==> config.mk <==
export PLATFORM = sky130hd
export DESIGN_NAME = uc_pila_fsm_flat
export DESIGN_NICKNAME = d
export VERILOG_FILES = /design/src/rtl/uc_pila_fsm_if.sv /design/src/rtl/uc_pila_fsm.sv /design/src/flat_wrapper.sv
export SDC_FILE = /design/constraint.sdc
export NUM_CORES = 1
export LEC_CHECK = 0
export CAP_MARGIN = 10
export CORE_MARGIN = 2
export CORE_UTILIZATION = 45
export DETAILED_ROUTE_END_ITERATION = 16
export DONT_BUFFER_PORTS = 1
export PLACE_DENSITY = 0.67
export SLEW_MARGIN = 15
export SYNTH_ARGS = -nofsm -noshare
export SYNTH_HDL_FRONTEND = slang
export SYNTH_SLANG_ARGS = --single-unit
export TNS_END_PERCENT = 20
==> constraint.sdc <==
create_clock -name clk -period 1.9 [get_ports clk]
set_input_delay 0.19 -clock clk [delete_from_list [all_inputs] [get_ports clk]]
set_output_delay 0.19 -clock clk [all_outputs]
set_load 0.005 [all_outputs]
==> src/rtl/uc_pila_fsm_if.sv <==
// Control bus between the stack-machine sequencer and its datapath.
// The sequencer drives the strobes and the datapath supplies opcode and z.
interface uc_pila_fsm_if #(
  parameter int OPW   = 6,
  parameter int ALUW  = 3,
  parameter int DEPTH = 8
);
  localparam int SPW = $clog2(DEPTH + 1);

  logic [OPW-1:0]  opcode;
  logic            z;
  logic            pc_en;
  logic            s_inc;
  logic            s_ret;
  logic            s_inm;
  logic            s_pila;
  logic            we3;
  logic            wez;
  logic            push;
  logic            pop;
  logic [ALUW-1:0] op_alu;
  logic [SPW-1:0]  sp_level;
  logic            halted;
  logic            fault;

  modport master (
    input  opcode, z,
    output pc_en, s_inc, s_ret, s_inm, s_pila, we3, wez, push, pop,
           op_alu, sp_level, halted, fault
  );

  modport slave (
    output opcode, z,
    input  pc_en, s_inc, s_ret, s_inm, s_pila, we3, wez, push, pop,
           op_alu, sp_level, halted, fault
  );
endinterface

==> src/rtl/uc_pila_fsm.sv <==
// Instruction sequencer for a small stack CPU: single-cycle decode plus a
// second cycle for stack operations, with stack-depth tracking and sticky halt/fault.
//
//   state | meaning
//   EXEC  | decode live opcode, one-cycle instructions complete here
//   STK   | second cycle of push/pop/call/ret, decoded from latched opcode
//   HALT  | 111111 executed, all enables off until reset
//   FAULT | stack overflow/underflow, all enables off, sp_level frozen
module uc_pila_fsm #(
  parameter int OPW   = 6,
  parameter int ALUW  = 3,
  parameter int DEPTH = 8
) (
  input  logic               clk,
  input  logic               reset,
  uc_pila_fsm_if.master      bus
);
  localparam int SPW = $clog2(DEPTH + 1);

  typedef enum logic [1:0] {EXEC, STK, HALT, FAULT} state_t;

  state_t          state_q, state_d;
  logic [SPW-1:0]  sp_q, sp_d;
  logic [1:0]      stk_op_q;
  logic [5:0]      op6;
  logic            full, empty;

  logic            pc_en_c, s_inc_c, s_ret_c, s_inm_c, s_pila_c;
  logic            we3_c, wez_c, push_c, pop_c;
  logic [ALUW-1:0] op_alu_c;

  assign op6   = bus.opcode[OPW-1 -: 6];
  assign full  = (sp_q == SPW'(DEPTH));
  assign empty = (sp_q == '0);

  always_ff @(posedge clk or negedge reset) begin
    if (!reset) begin
      state_q  <= EXEC;
      sp_q     <= '0;
      stk_op_q <= 2'b00;
    end else begin
      state_q <= state_d;
      sp_q    <= sp_d;
      // low two opcode bits distinguish push/pop/call/ret in STK
      if (state_q == EXEC && state_d == STK)
        stk_op_q <= op6[1:0];
    end
  end

  always_comb begin
    state_d  = state_q;
    sp_d     = sp_q;
    pc_en_c  = 1'b0;
    s_inc_c  = 1'b1;
    s_ret_c  = 1'b0;
    s_inm_c  = 1'b0;
    s_pila_c = 1'b0;
    we3_c    = 1'b0;
    wez_c    = 1'b0;
    push_c   = 1'b0;
    pop_c    = 1'b0;
    op_alu_c = '0;

    case (state_q)
      EXEC: begin
        if (!op6[5]) begin
          op_alu_c = op6[4 -: ALUW];
          we3_c    = 1'b1;
          wez_c    = 1'b1;
          pc_en_c  = 1'b1;
        end else begin
          case (op6)
            6'b100000: begin
              s_inm_c = 1'b1;
              we3_c   = 1'b1;
              pc_en_c = 1'b1;
            end
            6'b100001: begin
              s_inc_c = 1'b0;
              pc_en_c = 1'b1;
            end
            6'b100010: begin
              pc_en_c = 1'b1;
              s_inc_c = ~bus.z;
            end
            6'b100011: begin
              pc_en_c = 1'b1;
              s_inc_c = bus.z;
            end
            6'b100100, 6'b100110: begin
              if (!full) begin
                push_c  = 1'b1;
                sp_d    = sp_q + SPW'(1);
                state_d = STK;
              end else begin
                state_d = FAULT;
              end
            end
            6'b100101, 6'b100111: begin
              if (!empty) begin
                pop_c   = 1'b1;
                sp_d    = sp_q - SPW'(1);
                state_d = STK;
              end else begin
                state_d = FAULT;
              end
            end
            6'b111111: state_d = HALT;
            default:   pc_en_c = 1'b1;
          endcase
        end
      end
      STK: begin
        pc_en_c = 1'b1;
        case (stk_op_q)
          2'b00: ;
          2'b01: begin
            s_pila_c = 1'b1;
            we3_c    = 1'b1;
          end
          2'b10: s_inc_c = 1'b0;
          default: s_ret_c = 1'b1;
        endcase
        state_d = EXEC;
      end
      HALT:    state_d = HALT;
      FAULT:   state_d = FAULT;
      default: state_d = EXEC;
    endcase
  end

  // write/load strobes are forced low for as long as reset is held
  assign bus.pc_en    = pc_en_c & reset;
  assign bus.we3      = we3_c   & reset;
  assign bus.wez      = wez_c   & reset;
  assign bus.push     = push_c  & reset;
  assign bus.pop      = pop_c   & reset;
  assign bus.s_inc    = s_inc_c;
  assign bus.s_ret    = s_ret_c;
  assign bus.s_inm    = s_inm_c;
  assign bus.s_pila   = s_pila_c;
  assign bus.op_alu   = op_alu_c;
  assign bus.sp_level = sp_q;
  assign bus.halted   = (state_q == HALT);
  assign bus.fault    = (state_q == FAULT);
endmodule
==> src/flat_wrapper.sv <==
// flat-port wrapper written by rule: the top's interface ports become plain ports
module uc_pila_fsm_flat 
#(
  parameter int OPW   = 6,
  parameter int ALUW  = 3,
  parameter int DEPTH = 8
)
  (clk, reset, bus_opcode, bus_z, bus_pc_en, bus_s_inc, bus_s_ret, bus_s_inm, bus_s_pila, bus_we3, bus_wez, bus_push, bus_pop, bus_op_alu, bus_sp_level, bus_halted, bus_fault);
  uc_pila_fsm_if #(.OPW(OPW), .ALUW(ALUW), .DEPTH(DEPTH)) bus_i ();
  input  logic clk;
  input  logic reset;
  input wire logic [$bits(bus_i.opcode)-1:0] bus_opcode;
  input wire logic [$bits(bus_i.z)-1:0] bus_z;
  output wire logic [$bits(bus_i.pc_en)-1:0] bus_pc_en;
  output wire logic [$bits(bus_i.s_inc)-1:0] bus_s_inc;
  output wire logic [$bits(bus_i.s_ret)-1:0] bus_s_ret;
  output wire logic [$bits(bus_i.s_inm)-1:0] bus_s_inm;
  output wire logic [$bits(bus_i.s_pila)-1:0] bus_s_pila;
  output wire logic [$bits(bus_i.we3)-1:0] bus_we3;
  output wire logic [$bits(bus_i.wez)-1:0] bus_wez;
  output wire logic [$bits(bus_i.push)-1:0] bus_push;
  output wire logic [$bits(bus_i.pop)-1:0] bus_pop;
  output wire logic [$bits(bus_i.op_alu)-1:0] bus_op_alu;
  output wire logic [$bits(bus_i.sp_level)-1:0] bus_sp_level;
  output wire logic [$bits(bus_i.halted)-1:0] bus_halted;
  output wire logic [$bits(bus_i.fault)-1:0] bus_fault;
  assign bus_i.opcode = bus_opcode;
  assign bus_i.z = bus_z;
  assign bus_pc_en = bus_i.pc_en;
  assign bus_s_inc = bus_i.s_inc;
  assign bus_s_ret = bus_i.s_ret;
  assign bus_s_inm = bus_i.s_inm;
  assign bus_s_pila = bus_i.s_pila;
  assign bus_we3 = bus_i.we3;
  assign bus_wez = bus_i.wez;
  assign bus_push = bus_i.push;
  assign bus_pop = bus_i.pop;
  assign bus_op_alu = bus_i.op_alu;
  assign bus_sp_level = bus_i.sp_level;
  assign bus_halted = bus_i.halted;
  assign bus_fault = bus_i.fault;
  uc_pila_fsm #(.OPW(OPW), .ALUW(ALUW), .DEPTH(DEPTH)) u_core (.clk(clk), .reset(reset), .bus(bus_i));
endmodule
==> results.json <==
{
  "critical_path_class": "register to register",
  "portBuffers": 0,
  "die_area_sq_um": 1950,
  "p_int_mw": 0.483,
  "avgSynthCellArea_sq_um": 8.96,
  "post-route-period-util_pct": 89.2,
  "firstDrtPassIters": 4,
  "vias_per_cell": 6.22,
  "core_sq_um": 1510,
  "cts.sinks": 8,
  "drive_above_1_share_pct": 20.0,
  "synthArstFlopShare_pct": 100,
  "wl_per_cell_um": 16.7,
  "synth_ff_type": "dfrtp_1",
  "clock.fmax_ghz": 0.590,
  "arrival_ps": 1830,
  "htree_levels": 1,
  "cts_root_buf": "clkbuf_4",
  "seq_area_sq_um": 200,
  "antenna_found_initial": 0,
  "grt_pass1_vias": 561,
  "first_iter_violations": 21,
  "synth.ff_latch_count": 8,
  "setup_viol": 0,
  "switching_share_pct": 41.0,
  "hold_ws_ps": 79.8,
  "slew_headroom_pct": 75.3,
  "grt_setup_unrepaired": "false",
  "synthSimpleGateAreaFrac_pct": 34.0,
  "cts_buffer_depth": 2,
  "peakVddDrop_mv": 0.580,
  "cts_tree": "done",
  "critical_path.endpoint_type": "register",
  "slew_viol_final": 0,
  "synth_nets": 93,
  "overflow": 0,
  "track_usage_pct": 19.0,
  "p_comb_share_pct": 42.3,
  "yosysUniqueCellTypes": 43,
  "hpwl_um": 1280,
  "synthMuxAreaShare_pct": 5.52,
  "final_nets": 99,
  "diodes": 0,
  "cts_buffers": 3,
  "die_y_um": 44.2,
  "grt_max_degree": 13,
  "crit_path_start_kind": "register",
  "dieWidth_um": 44.2,
  "p_leak_nw": 0.349,
  "p_sw_mw": 0.336,
  "hold_path_class": "input port to register",
  "finalWirelength_um": 1690,
  "cts_resized": 0,
  "fin_setup_tns_ps": 0,
  "synth_xor_area_share_pct": 4.83,
  "seqPwrFrac_pct": 41.3,
  "final_hold_viol_count": 0,
  "syn-cell-area_sq_um": 726,
  "p_per_area_nw_per_um2": 1040,
  "holdPathStages": 1,
  "vias": 628,
  "rr_worst_depth": 5,
  "worst_pin_slew_ps": 361,
  "clk_pin_slew_ps": 60,
  "cp.required_ps": 2040,
  "synth_top_family_by_area": "simple AND/OR/NAND/NOR gates",
  "seq_area_frac_synth_pct": 27.6,
  "grt_pass1_wl_um": 2720,
  "postSynthCellCount": 81,
  "fillCellCount": 137,
  "syn2layout_area_growth_pct": 8.10,
  "gp_congestion": 0.772,
  "initial_utilization_pct": 48.2,
  "clock_power_share_pct": 16.4,
  "synth_edf_count": 0,
  "ant_nets": 0,
  "min_period_ps": 1700,
  "io_pins": 27,
  "rows": 14,
  "yosys.area_share.adder_pct": 6.21,
  "synth-compound-area-share_pct": 18.6,
  "max_cap_violations": 0,
  "drcViolationCount": 0,
  "status": "finished clean",
  "multiInputGateArea_sq_um": 502,
  "skew_ps": 2.33,
  "insertion_delay_ps": 260,
  "cp_max_fo": 6,
  "yosys_warnings": 0
}
cell usage in the layout, fill, tap and decap left out, types with 3 or more instances in the layout:
cell and n:
clkbuf_4 3, and2_1 4, buf_4 3, nand2_1 10
nor2b_1 4, nor2_1 5, dfrtp_1 8
layout make-up:
| type | count | area share, % |
|---|---|---|
| Tap cell | 16 | 2.55 |
| Multi-Input combinational cell | 68 | 64.0 |
| Sequential cell | 8 | 25.5 |
| Timing Repair Buffer | 4 | 4.15 |
| Clock buffer | 3 | 2.87 |
| Inverter | 2 | 0.957 |
registers in the layout, indices dropped and copies added, names as in the netlist:
register,flops
u_core.state_q,2
u_core.bus.sp_level,4
u_core.stk_op_q,2
synthesized netlist by cell type (2+ instances only):
cell type / instances / area [sq um]
nand2_1: 10 / 37.5
dfrtp_1: 8 / 200
nor2_1: 5 / 18.8
and2_1: 4 / 25.0
nor2b_1: 4 / 25.0
a211oi_1: 2 / 15.0
a31oi_1: 2 / 12.5
and3_1: 2 / 12.5
ha_1: 2 / 25.0
inv_1: 2 / 7.51
mux2_4: 2 / 30.0
nand4_1: 2 / 12.5
nor3_1: 2 / 10.0
o21bai_1: 2 / 15.0
o22ai_1: 2 / 12.5
xnor2_1: 2 / 17.5
xor2_1: 2 / 17.5
timing repair:
item / CTS / global route
setup endpoints to repair: 0 / 0
setup buffers: 0 / 0
endpoints found under the hold margin: 8 / 0
hold buffers: 1 / 0
cells by family (layout without fill, tap and decap cells):
logic type / after synthesis / after routing
AND/OR/NAND/NOR: 40 / 40
multiplexers: 3 / 3
buffers and inverters: 5 / 9
flip-flops: 8 / 8
XOR/XNOR: 4 / 4
AO/OA/AOI/OAI: 18 / 18
adder cells (fa/ha/maj): 3 / 3
per-layer routing:
metal  wire length, um  track usage, %  vias to the layer above
met3               100            5.31                        3
li1                  -               -                      301
met1               751            25.1                      298
met2               824            30.3                       26
met4                11            5.45                        0
met5                 0               0                        -
critical path: stages, from the launching register on:
cell	delay, ps
dfrtp_1	460
ha_1	320
a21o_1	190
a2111oi_0	400
a41o_2	170
a211oi_2	40
power groups by stage:
stage / sequential (mW) / clock [mW] / combinational [mW]
after floorplan: 0.304 / 0 / 0.282
after global placement: 0.341 / 0 / 0.332
after detailed placement: 0.342 / 0 / 0.342
after CTS: 0.340 / 0.139 / 0.347
after global routing: 0.353 / 0.150 / 0.378
final: 0.338 / 0.135 / 0.346
final timing paths:
path	startpoint	end	slack [ps]
worst min register to register	u_core.stk_op_q[1]	u_core.stk_op_q[1]	560
worst max-delay path	u_core.bus.sp_level[1]	u_core.bus.sp_level[3]	200
max in group asynchronous	reset	u_core.stk_op_q[0]	1340
worst max register to register	u_core.bus.sp_level[1]	u_core.bus.sp_level[3]	200
worst min-delay path	bus_opcode[1]	u_core.stk_op_q[1]	80
min in group asynchronous	reset	u_core.state_q[0]	280
through the flow:
step	setup slack, ps	total power [mW]	instances	area (sq um)	utilization [%]
floorplan	123	0.586	81	726	-
global placement	155	0.673	97	752	49.9
CTS	196	0.826	101	785	52.1
finish	205	0.819	101	785	52.1
detailed placement	117	0.684	97	752	49.9
global route	107	0.881	101	785	52.1
(Power assumes the default switching activity.)
